$ cat config.mk
export PLATFORM = sky130hd
export DESIGN_NAME = pipe_stall_ctrl_flat
export DESIGN_NICKNAME = d
export VERILOG_FILES = /design/src/rtl/pipe_stall_ctrl_if.sv /design/src/rtl/pipe_stall_ctrl.sv /design/src/flat_wrapper.sv
export SDC_FILE = /design/constraint.sdc
export NUM_CORES = 1
export LEC_CHECK = 0
export CAP_MARGIN = 20
export CORE_MARGIN = 2
export CORE_UTILIZATION = 46
export CTS_BUF_LIST = sky130_fd_sc_hd__clkbuf_4 sky130_fd_sc_hd__clkbuf_8
export CTS_CLUSTER_SIZE = 8
export DETAILED_ROUTE_END_ITERATION = 16
export GPL_TIMING_DRIVEN = 0
export PLACE_DENSITY = 0.84
export SLEW_MARGIN = 20
export SYNTH_ARGS = -nofsm -noshare
export SYNTH_HDL_FRONTEND = slang
export SYNTH_SLANG_ARGS = --single-unit
$ cat constraint.sdc
create_clock -name clk -period 2.04 [get_ports clk]
set_clock_uncertainty 0.05 [all_clocks]
set_input_delay 0.204 -clock clk [delete_from_list [all_inputs] [get_ports clk]]
set_output_delay 0.204 -clock clk [all_outputs]
set_load 0.05 [all_outputs]
$ cat src/rtl/pipe_stall_ctrl_if.sv
// Hazard inputs and per-stage write/flush/redirect controls between the pipeline and its
// central stall controller.
interface pipe_stall_ctrl_if #(
  parameter int unsigned PC_WIDTH = 32
);
  logic                IF_ICacheBusy;
  logic                ID_LoadUse;
  logic                EXE_DivBusy;
  logic                MEM_DCacheBusy;
  logic                MEM_ExceptValid;
  logic [PC_WIDTH-1:0] MEM_ExceptTarget;
  logic                MEM_IsTLBW;
  logic                MEM_IsTLBR;
  logic [PC_WIDTH-1:0] MEM_PC;

  logic                PC_Wr;
  logic                ID_Wr;
  logic                EXE_Wr;
  logic                MEM_Wr;
  logic                WB_Wr;
  logic                ID_Flush;
  logic                EXE_Flush;
  logic                MEM_Flush;
  logic                WB_Flush;
  logic                PC_RedirectValid;
  logic [PC_WIDTH-1:0] PC_RedirectTarget;
  logic                TLB_WrEn;
  logic                TLB_RdEn;

  // Pipeline side: reports hazards, consumes controls.
  modport master (
    output IF_ICacheBusy, ID_LoadUse, EXE_DivBusy, MEM_DCacheBusy, MEM_ExceptValid,
           MEM_ExceptTarget, MEM_IsTLBW, MEM_IsTLBR, MEM_PC,
    input  PC_Wr, ID_Wr, EXE_Wr, MEM_Wr, WB_Wr, ID_Flush, EXE_Flush, MEM_Flush, WB_Flush,
           PC_RedirectValid, PC_RedirectTarget, TLB_WrEn, TLB_RdEn
  );

  // Controller side.
  modport slave (
    input  IF_ICacheBusy, ID_LoadUse, EXE_DivBusy, MEM_DCacheBusy, MEM_ExceptValid,
           MEM_ExceptTarget, MEM_IsTLBW, MEM_IsTLBR, MEM_PC,
    output PC_Wr, ID_Wr, EXE_Wr, MEM_Wr, WB_Wr, ID_Flush, EXE_Flush, MEM_Flush, WB_Flush,
           PC_RedirectValid, PC_RedirectTarget, TLB_WrEn, TLB_RdEn
  );
endinterface

$ cat src/rtl/pipe_stall_ctrl.sv
// Central stall/flush controller for the 5-stage pipeline: stall chain, exception and
// TLB-op redirects, and redirects held until the ICache can accept them.
module pipe_stall_ctrl #(
  parameter int unsigned TLB_OP_CYCLES = 2,
  parameter int unsigned PC_WIDTH      = 32
) (
  input logic              clk,
  input logic              rst,
  pipe_stall_ctrl_if.slave bus
);

  localparam int unsigned CntW = (TLB_OP_CYCLES > 1) ? $clog2(TLB_OP_CYCLES) : 1;

  typedef enum logic [1:0] {StRun, StTlbWait, StRedirPend} state_e;

  state_e              state_q, state_d;
  logic [CntW-1:0]     cnt_q, cnt_d;
  logic [PC_WIDTH-1:0] pend_q, pend_d;

  logic                tlb_hold;
  logic                s_mem, s_exe, s_id, s_if;
  logic                redir_req;
  logic [PC_WIDTH-1:0] redir_tgt;

  always_ff @(posedge clk) begin
    if (rst) begin
      state_q <= StRun;
      cnt_q   <= '0;
      pend_q  <= '0;
    end else begin
      state_q <= state_d;
      cnt_q   <= cnt_d;
      pend_q  <= pend_d;
    end
  end

  always_comb begin
    state_d   = state_q;
    cnt_d     = cnt_q;
    pend_d    = pend_q;
    redir_req = 1'b0;
    redir_tgt = '0;

    // A TLB op only starts once the MEM stage is free of a cache access and an exception.
    unique case (state_q)
      StRun:     tlb_hold = ~bus.MEM_DCacheBusy & ~bus.MEM_ExceptValid &
                            (bus.MEM_IsTLBW | bus.MEM_IsTLBR);
      StTlbWait: tlb_hold = (cnt_q != '0);
      default:   tlb_hold = 1'b0;
    endcase

    s_mem = bus.MEM_DCacheBusy | tlb_hold;
    s_exe = s_mem | bus.EXE_DivBusy;
    s_id  = s_exe | bus.ID_LoadUse;
    s_if  = s_id | bus.IF_ICacheBusy;

    bus.PC_Wr             = ~s_if;
    bus.ID_Wr             = ~s_id;
    bus.EXE_Wr            = ~s_exe;
    bus.MEM_Wr            = ~s_mem;
    bus.WB_Wr             = 1'b1;
    bus.ID_Flush          = s_if & ~s_id;
    bus.EXE_Flush         = s_id & ~s_exe;
    bus.MEM_Flush         = s_exe & ~s_mem;
    bus.WB_Flush          = s_mem;
    bus.PC_RedirectValid  = 1'b0;
    bus.PC_RedirectTarget = '0;
    bus.TLB_WrEn          = 1'b0;
    bus.TLB_RdEn          = 1'b0;

    unique case (state_q)
      StRun: begin
        if (bus.MEM_DCacheBusy) begin
          // Stall only; exception / TLB handling waits for the access to finish.
        end else if (bus.MEM_ExceptValid) begin
          bus.ID_Flush  = 1'b1;
          bus.EXE_Flush = 1'b1;
          bus.MEM_Flush = 1'b1;
          bus.WB_Flush  = 1'b1;
          bus.ID_Wr     = 1'b1;
          bus.EXE_Wr    = 1'b1;
          bus.MEM_Wr    = 1'b1;
          redir_req     = 1'b1;
          redir_tgt     = bus.MEM_ExceptTarget;
        end else if (bus.MEM_IsTLBW | bus.MEM_IsTLBR) begin
          bus.TLB_WrEn = bus.MEM_IsTLBW;
          bus.TLB_RdEn = bus.MEM_IsTLBR;
          cnt_d        = CntW'(TLB_OP_CYCLES - 1);
          state_d      = StTlbWait;
        end
      end
      StTlbWait: begin
        if (cnt_q != '0) begin
          cnt_d = cnt_q - CntW'(1);
        end else begin
          // Retire the TLB op and drop younger work translated with the old mapping.
          bus.MEM_Wr    = 1'b1;
          bus.MEM_Flush = 1'b1;
          bus.WB_Wr     = 1'b1;
          bus.WB_Flush  = 1'b0;
          bus.ID_Wr     = 1'b1;
          bus.EXE_Wr    = 1'b1;
          bus.ID_Flush  = 1'b1;
          bus.EXE_Flush = 1'b1;
          redir_req     = 1'b1;
          redir_tgt     = bus.MEM_PC + PC_WIDTH'(4);
          state_d       = StRun;
        end
      end
      StRedirPend: begin
        bus.ID_Flush = 1'b1;
        bus.PC_Wr    = 1'b0;
        if (!bus.IF_ICacheBusy) begin
          bus.PC_RedirectValid  = 1'b1;
          bus.PC_RedirectTarget = pend_q;
          bus.PC_Wr             = 1'b1;
          state_d               = StRun;
        end
      end
      default: state_d = StRun;
    endcase

    // The ICache can only take a new PC when no fetch is in flight.
    if (redir_req) begin
      if (!bus.IF_ICacheBusy) begin
        bus.PC_RedirectValid  = 1'b1;
        bus.PC_RedirectTarget = redir_tgt;
        bus.PC_Wr             = 1'b1;
        state_d               = StRun;
      end else begin
        pend_d  = redir_tgt;
        state_d = StRedirPend;
      end
    end

    if (rst) begin
      bus.PC_Wr             = 1'b0;
      bus.ID_Wr             = 1'b0;
      bus.EXE_Wr            = 1'b0;
      bus.MEM_Wr            = 1'b0;
      bus.WB_Wr             = 1'b0;
      bus.ID_Flush          = 1'b1;
      bus.EXE_Flush         = 1'b1;
      bus.MEM_Flush         = 1'b1;
      bus.WB_Flush          = 1'b1;
      bus.PC_RedirectValid  = 1'b0;
      bus.PC_RedirectTarget = '0;
      bus.TLB_WrEn          = 1'b0;
      bus.TLB_RdEn          = 1'b0;
    end
  end

endmodule

$ cat src/flat_wrapper.sv
// flat-port wrapper written by rule: the top's interface ports become plain ports
module pipe_stall_ctrl_flat 
#(
  parameter int unsigned TLB_OP_CYCLES = 2,
  parameter int unsigned PC_WIDTH      = 32
)
  (clk, rst, bus_IF_ICacheBusy, bus_ID_LoadUse, bus_EXE_DivBusy, bus_MEM_DCacheBusy, bus_MEM_ExceptValid, bus_MEM_ExceptTarget, bus_MEM_IsTLBW, bus_MEM_IsTLBR, bus_MEM_PC, bus_PC_Wr, bus_ID_Wr, bus_EXE_Wr, bus_MEM_Wr, bus_WB_Wr, bus_ID_Flush, bus_EXE_Flush, bus_MEM_Flush, bus_WB_Flush, bus_PC_RedirectValid, bus_PC_RedirectTarget, bus_TLB_WrEn, bus_TLB_RdEn);
  pipe_stall_ctrl_if #(.PC_WIDTH(PC_WIDTH)) bus_i ();
  input logic clk;
  input logic rst;
  input wire logic [$bits(bus_i.IF_ICacheBusy)-1:0] bus_IF_ICacheBusy;
  input wire logic [$bits(bus_i.ID_LoadUse)-1:0] bus_ID_LoadUse;
  input wire logic [$bits(bus_i.EXE_DivBusy)-1:0] bus_EXE_DivBusy;
  input wire logic [$bits(bus_i.MEM_DCacheBusy)-1:0] bus_MEM_DCacheBusy;
  input wire logic [$bits(bus_i.MEM_ExceptValid)-1:0] bus_MEM_ExceptValid;
  input wire logic [$bits(bus_i.MEM_ExceptTarget)-1:0] bus_MEM_ExceptTarget;
  input wire logic [$bits(bus_i.MEM_IsTLBW)-1:0] bus_MEM_IsTLBW;
  input wire logic [$bits(bus_i.MEM_IsTLBR)-1:0] bus_MEM_IsTLBR;
  input wire logic [$bits(bus_i.MEM_PC)-1:0] bus_MEM_PC;
  output wire logic [$bits(bus_i.PC_Wr)-1:0] bus_PC_Wr;
  output wire logic [$bits(bus_i.ID_Wr)-1:0] bus_ID_Wr;
  output wire logic [$bits(bus_i.EXE_Wr)-1:0] bus_EXE_Wr;
  output wire logic [$bits(bus_i.MEM_Wr)-1:0] bus_MEM_Wr;
  output wire logic [$bits(bus_i.WB_Wr)-1:0] bus_WB_Wr;
  output wire logic [$bits(bus_i.ID_Flush)-1:0] bus_ID_Flush;
  output wire logic [$bits(bus_i.EXE_Flush)-1:0] bus_EXE_Flush;
  output wire logic [$bits(bus_i.MEM_Flush)-1:0] bus_MEM_Flush;
  output wire logic [$bits(bus_i.WB_Flush)-1:0] bus_WB_Flush;
  output wire logic [$bits(bus_i.PC_RedirectValid)-1:0] bus_PC_RedirectValid;
  output wire logic [$bits(bus_i.PC_RedirectTarget)-1:0] bus_PC_RedirectTarget;
  output wire logic [$bits(bus_i.TLB_WrEn)-1:0] bus_TLB_WrEn;
  output wire logic [$bits(bus_i.TLB_RdEn)-1:0] bus_TLB_RdEn;
  assign bus_i.IF_ICacheBusy = bus_IF_ICacheBusy;
  assign bus_i.ID_LoadUse = bus_ID_LoadUse;
  assign bus_i.EXE_DivBusy = bus_EXE_DivBusy;
  assign bus_i.MEM_DCacheBusy = bus_MEM_DCacheBusy;
  assign bus_i.MEM_ExceptValid = bus_MEM_ExceptValid;
  assign bus_i.MEM_ExceptTarget = bus_MEM_ExceptTarget;
  assign bus_i.MEM_IsTLBW = bus_MEM_IsTLBW;
  assign bus_i.MEM_IsTLBR = bus_MEM_IsTLBR;
  assign bus_i.MEM_PC = bus_MEM_PC;
  assign bus_PC_Wr = bus_i.PC_Wr;
  assign bus_ID_Wr = bus_i.ID_Wr;
  assign bus_EXE_Wr = bus_i.EXE_Wr;
  assign bus_MEM_Wr = bus_i.MEM_Wr;
  assign bus_WB_Wr = bus_i.WB_Wr;
  assign bus_ID_Flush = bus_i.ID_Flush;
  assign bus_EXE_Flush = bus_i.EXE_Flush;
  assign bus_MEM_Flush = bus_i.MEM_Flush;
  assign bus_WB_Flush = bus_i.WB_Flush;
  assign bus_PC_RedirectValid = bus_i.PC_RedirectValid;
  assign bus_PC_RedirectTarget = bus_i.PC_RedirectTarget;
  assign bus_TLB_WrEn = bus_i.TLB_WrEn;
  assign bus_TLB_RdEn = bus_i.TLB_RdEn;
  pipe_stall_ctrl #(.TLB_OP_CYCLES(TLB_OP_CYCLES), .PC_WIDTH(PC_WIDTH)) u_core (.clk(clk), .rst(rst), .bus(bus_i));
endmodule
==> flow_metrics.tcl, run 1 <==
set metrics [dict create \
    status "complete, but fails checks" \
    violations "setup timing" \
    initial_utilization 0.476 \
    htree_levels 2 \
    post-place-ws_ns -1.57 \
    report.final.hold_viol_count 0 \
    route.met2.wl_um 7890 \
    postRouteAntennaNets 0 \
    reg2reg_depth 6 \
    grt_antenna_before_repair 0 \
    period_needed_ns 2.72 \
    final-max-slew-violation-count 0 \
    drive_gt1_frac 0.387 \
    holdWs_ns 0.434 \
    cts_buffers 5 \
    rows 29 \
    synth_nets 513 \
    multi_input_area_um2 2940 \
    dieArea_um2 7280 \
    seqCellArea_um2 708 \
    initialDrtViolationCount 1017 \
    synth-edff-count 0 \
    slew_headroom 0.572 \
    vdd_drop_max_mv 0.383 \
    final_util 0.895 \
    crit_fanout 8 \
    io_buffer_count 115 \
    wl_per_cell_um 27.4 \
    rr_startpoint "u_core.cnt_q$_SDFFE_PP0P_" \
    vias 5192 \
    synth_area_leaders "dfxtp_1 23%, o21ai_0 8.4%, a21oi_1 8.2%" \
    seq_area_frac_synth 0.230 \
    grt_max_degree 11 \
    cts_tree "done" \
    hold_buffers 0 \
    min_path_cells 2 \
    ys_types 61 \
    drc_errors 0 \
    setup_violations 55 \
    r2r_end "u_core.pend_q[6]$_SDFFE_PP0P_" \
    reg2reg_slack_ns -0.20 \
    cts_buffer_depth 2 \
    critPathArrivalTime_ns 2.47 \
    die_x_um 85.3 \
    dr.pass1.iters 9 \
    gp_routability_congestion 0.924 \
    netlist_area_um2 3040 \
    routed_wl_um 18500 \
    yosysTopAreaCell "dfxtp_1" \
    clk_latency_ns 0.30 \
    diodes 0 \
    die_h_um 85.3 \
    min_from "u_core.pend_q[4]$_SDFFE_PP0P_" \
    clock.fmax_mhz 368 \
    cp-end-kind "output port" \
    ys.flop_type "dfxtp_1" \
    avgViaCountPerCell 7.70 \
    dp.final_hpwl_um 9110 \
    core_um2 6390 \
    drv_cap 0 \
    ys_ff_latch 35 \
    rsz0062_at_grt "yes" \
    grt_pass1_wl_um 24400 \
    grt_pass1_vias 4624 \
    met3_length_um 2730 \
    pin_count 117 \
    startpoint_type "input port" \
    hold_end "u_core.pend_q[4]$_SDFFE_PP0P_" \
    worst_slew_pin_slew_ns 0.642 \
    p_leak_nw 2.06 \
    area_delta_synth_final_pct 88.0 \
    netlist.area_leader.share 0.230 \
    required_ns 1.79 \
    synthArstFlopShare 0 \
    gr-total-overflow 0 \
    worstSetupPathType "input port to output port" \
    wl_met1_um 5990 \
    period_share 1.33 \
    hold_class "flip-flop to flip-flop" \
    n_fill_cell 273 \
    nNetsFinal 670 \
    yosys_warnings 0 \
    clock-sinks 35 \
    fin_ws_ns -0.679 \
    clk_pin_slew_worst_paths_ns 0.08 \
    clockRootBuffer "clkbuf_8" \
    grt_usage 0.425 \
    avgSynthCellArea_um2 6.93 \
    top_layer "met4" \
    powerDensity_nw_per_um2 402 \
    syn_inst 439 \
]
==> through the flow <==
step / cells / TNS (ns) / area (um2) / power, W
after floorplan: 439 / -3.30 / 3250 / 0.00114
after global placement: 631 / -64.19 / 4500 / 0.00144
after detailed placement: 631 / -67.11 / 4500 / 0.00145
after CTS: 660 / -8.36 / 5430 / 0.00208
after global routing: 674 / -19.17 / 5720 / 0.00232
final: 674 / -17.12 / 5720 / 0.00230
==> logic make-up (layout without fill, tap and decap cells) <==
logic type,Yosys count,in the layout,share of synthesized area
buf+inv,43,201,0.0621
simple gates,169,169,0.295
compound gates,180,180,0.376
mux,2,2,0.00658
flops,35,35,0.230
fa+ha+maj,1,1,0.00411
xor+xnor,9,9,0.0259
==> sequential cells by signal, summed over array words and instances, names as in the netlist <==
signal	flops
u_core.pend_q	32
u_core.state_q	2
u_core.cnt_q	1
==> metal layers <==
| layer | track usage | vias to the layer above |
|---|---|---|
| met5 | 0 | - |
| met4 | 0.286 | 0 |
| met3 | 0.0982 | 240 |
| met2 | 0.662 | 667 |
| met1 | 0.520 | 2298 |
| li1 | - | 1987 |
==> placed cells by master, fill, tap and decap left out, drive strengths merged, types with 3 or more instances in the layout <==
cell           instances
a211oi                 7
a21o                   3
a21oi                 50
a22oi                 17
a2bb2oi                4
a31oi                  3
a32oi                  5
and2                  14
and4                   5
buf                   97
clkbuf                25
clkdlybuf4s15          6
clkdlybuf4s50         45
dfxtp                 35
dlygate4sd2           21
inv                    6
nand2                 41
nand2b                 3
nand3                 13
nand4                 12
nor2                  33
nor3                  14
nor4                  13
nor4b                  3
o211a                  3
o211ai                 3
o21ai                 56
o22ai                  4
o31a                   7
or3                    7
xnor2                  4
xor2                   5
==> final cells by class <==
| type | instances | area share |
|---|---|---|
| clock inverters | 1 | 0.000875 |
| inverters | 6 | 0.00394 |
| flip-flops and latches | 35 | 0.124 |
| plain buffers | 34 | 0.0591 |
| repair buffers | 153 | 0.267 |
| well taps | 77 | 0.0169 |
| clock buffers | 7 | 0.0147 |
| multi-input cells | 361 | 0.514 |
==> power by group <==
| part | internal [W] | total, W | leakage (nW) | switching (W) |
|---|---|---|---|---|
| registers | 0.000726 | 0.000765 | 0.288 | 0.0000392 |
| logic | 0.000391 | 0.000962 | 1.72 | 0.000571 |
| clock network | 0.000268 | 0.000568 | 0.0491 | 0.000300 |
==> Yosys cell counts, types with 3 or more instances <==
cell	number
a211oi_1	5
a21o_1	3
a21oi_1	50
a22oi_1	17
a2bb2oi_1	4
a31oi_1	3
a32oi_1	5
and2_1	14
and4_1	5
buf_2	15
clkbuf_1	17
dfxtp_1	35
inv_1	6
nand2_1	40
nand2b_1	3
nand3_1	13
nand4_1	11
nor2_1	33
nor3_1	14
nor4_1	12
o211a_1	3
o211ai_1	3
o21ai_0	51
o21ai_1	5
o22ai_1	4
o31a_1	7
or3_1	6
xnor2_1	4
xor2_1	5
==> worst max-delay path: stages <==
cell and delay [ns]:
dlygate4sd2_1 0.39, nand4_1 0.23, buf_4 0.20, nor3_2 0.39
nand4_1 0.35, xor2_2 0.27, o221ai_4 0.23, buf_6 0.20
==> worst max-delay path by stage <==
stage,start,endpoint,slack (ns),depth (start not counted)
floorplan,u_core.state_q[0]$_SDFFE_PP0P_,bus_PC_RedirectTarget[12],-0.32,5
finish,bus_MEM_PC[8],bus_PC_RedirectTarget[25],-0.68,8
global placement,bus_MEM_PC[2],bus_PC_RedirectTarget[30],-1.49,8
CTS,u_core.state_q[0]$_SDFFE_PP0P_,bus_PC_RedirectTarget[25],-0.30,7
detailed placement,bus_MEM_PC[2],bus_PC_RedirectTarget[28],-1.57,8
global route,bus_MEM_PC[8],bus_PC_RedirectTarget[25],-0.72,8
==> repair_timing <==
item                       4_1_cts  5_1_grt
setup endpoints to repair       75       75
setup buffers                   19       13
pin swaps                       29       14
resized for setup              464       69
cloned                           5        1
Power figures use the tool's default switching activity.
==> inputs of run 2 (changes only) <==
- SKIP_CTS_REPAIR_TIMING: not set -> 1
==> flow_metrics.tcl, run 2 (synthesis results as in run 1) <==
set metrics [dict create \
    status "complete, but fails checks" \
    violations "setup timing" \
    diodes 0 \
    p_leak_nw 2.20 \
    placed_area_um2 4500 \
    layout_common_cells "41 x clkdlybuf4s50_1, 40 x a21oi_1, 39 x buf_6, 37 x nand2_1, 32 x dfxtp_1" \
    vias 4787 \
    grt_pass1_wl_um 19000 \
    largest_reg_flops 32 \
    clk_pin_slew_worst_paths_ns 0.08 \
    met3_usage 0.0438 \
    dr.pass1.iters 8 \
    period_needed_ns 2.55 \
    nNetsFinal 656 \
    cts_buffers 5 \
    rows 29 \
    n_fill_cell 345 \
    grt-busiest-layer "met2" \
    avgViaCountPerCell 7.25 \
    final_util 0.862 \
    gr-total-overflow 0 \
    grt_antenna_before_repair 0 \
    gr-usage-met2 0.545 \
    drive_gt1_frac 0.346 \
    grt_usage 0.323 \
    vdd_drop_max_mv 0.345 \
    period_share 1.25 \
    report.final.hold_viol_count 0 \
    area_delta_synth_final_pct 81.1 \
    cp_cell_sequence "or3b_4, a211oi_4, and2_4, buf_8, nand2_8, o221ai_4, buf_6" \
    fin_ws_ns -0.508 \
    grt_pass1_vias 3892 \
    initialDrtViolationCount 685 \
    grtUsageMet1 0.423 \
    grt_max_degree 11 \
    post-place-ws_ns -1.57 \
    clock.fmax_mhz 392 \
    initial_utilization 0.476 \
    gp_routability_congestion 0.924 \
    clockRootBuffer "clkbuf_8" \
    final_area_um2 5510 \
    largest_register "u_core.pend_q" \
    crit_fanout 5 \
    die_x_um 85.3 \
    worstSetupPathType "flip-flop to output port" \
    holdWs_ns 0.379 \
    clock-sinks 35 \
    core_um2 6390 \
    crit_path_top_delay_cell "or3b_4" \
    worst_slew_pin_slew_ns 0.593 \
    dieArea_um2 7280 \
    cts_tree "done" \
    clk_latency_ns 0.30 \
    layoutNonFillerInstCount 660 \
    required_ns 1.79 \
    hold_class "input port to flip-flop" \
    cts_buffer_depth 2 \
    powerDensity_nw_per_um2 396 \
    layout_commonest_cell "clkdlybuf4s50_1" \
    cp-end-kind "output port" \
    postRouteAntennaNets 0 \
    setup_violations 64 \
    critPathArrivalTime_ns 2.29 \
    max_stage_delay_ns 0.42 \
    pin_count 117 \
    slew_headroom 0.605 \
    wl_per_cell_um 23.3 \
    dp.cells 631 \
    io_buffer_count 115 \
    top_regs "u_core.pend_q: 32 flops, u_core.state_q: 2 flops, u_core.cnt_q: 1 flops" \
    htree_levels 2 \
    startpoint_type "flip-flop" \
    routed_wl_um 15400 \
    drc_errors 0 \
    final-max-slew-violation-count 0 \
    die_h_um 85.3 \
    rsz0062_at_grt "yes" \
    dp.final_hpwl_um 9110 \
    drv_cap 0 \
]
## run 2: changes by cell type in the layout (fill, tap and decap cells not counted), sizes merged
cell / change
buf: -13
clkbuf: +2
clkdlybuf4s50: -4
clkdlybuf4s15: -6
dlymetal6s2s: +28
dlygate4sd2: -21
## run 2: cell type report
class / count / area (um2) / area share
clock inverters: 1 / 5.00 / 0.000909
clock buffers: 7 / 83.8 / 0.0152
inverters: 6 / 22.5 / 0.00409
plain buffers: 33 / 283 / 0.0514
well taps: 77 / 96.3 / 0.0175
flip-flops and latches: 35 / 709 / 0.129
multi-input cells: 361 / 2830 / 0.514
repair buffers: 140 / 1470 / 0.268
## run 2: worst paths after layout
kind,startpoint,to,slack [ns],depth (start not counted)
worst max register to register,u_core.state_q[0]$_SDFFE_PP0P_,u_core.pend_q[28]$_SDFFE_PP0P_,-0.16,6
worst min-delay path,bus_MEM_PC[19],u_core.pend_q[19]$_SDFFE_PP0P_,0.38,3
worst max-delay path,u_core.state_q[0]$_SDFFE_PP0P_,bus_PC_RedirectTarget[25],-0.51,7
worst min register to register,u_core.pend_q[4]$_SDFFE_PP0P_,u_core.pend_q[4]$_SDFFE_PP0P_,0.43,2
## run 2: metal layers
metal | wire (um) | up-vias
met5 | 0 | -
met4 | 1120 | 0
met3 | 2020 | 145
met2 | 7030 | 508
met1 | 5190 | 2174
li1 | - | 1960
## run 2: power breakdown
group          switching (W)  total (W)  internal [W]
Clock               0.000286   0.000553      0.000267
Combinational       0.000507   0.000865      0.000359
Sequential         0.0000341   0.000761      0.000727
Total               0.000827    0.00218       0.00135
## run 2: through the flow
step / total power (W) / setup TNS [ns]
6_report: 0.00218 / -16.36
5_1_grt: 0.00223 / -17.15
4_1_cts: 0.00196 / -59.47
3_5_place_dp: 0.00145 / -67.11
3_3_place_gp: 0.00144 / -64.19
2_1_floorplan: 0.00114 / -3.30
## run 2: worst max-delay path: cells and delay by family, from the launching register on
kind	cells	cell delay (ns)
and+or+nand+nor	3	0.75
buffers and inverters	2	0.33
AOI/OAI and AO/OA	2	0.54
DFF	1	0.37
==> inputs of run 3 (changes only) <==
- SKIP_CTS_REPAIR_TIMING: 1 -> not set
==> results of run 3 <==
No change in the layout: final DEF, timing and power equal those of run 1.
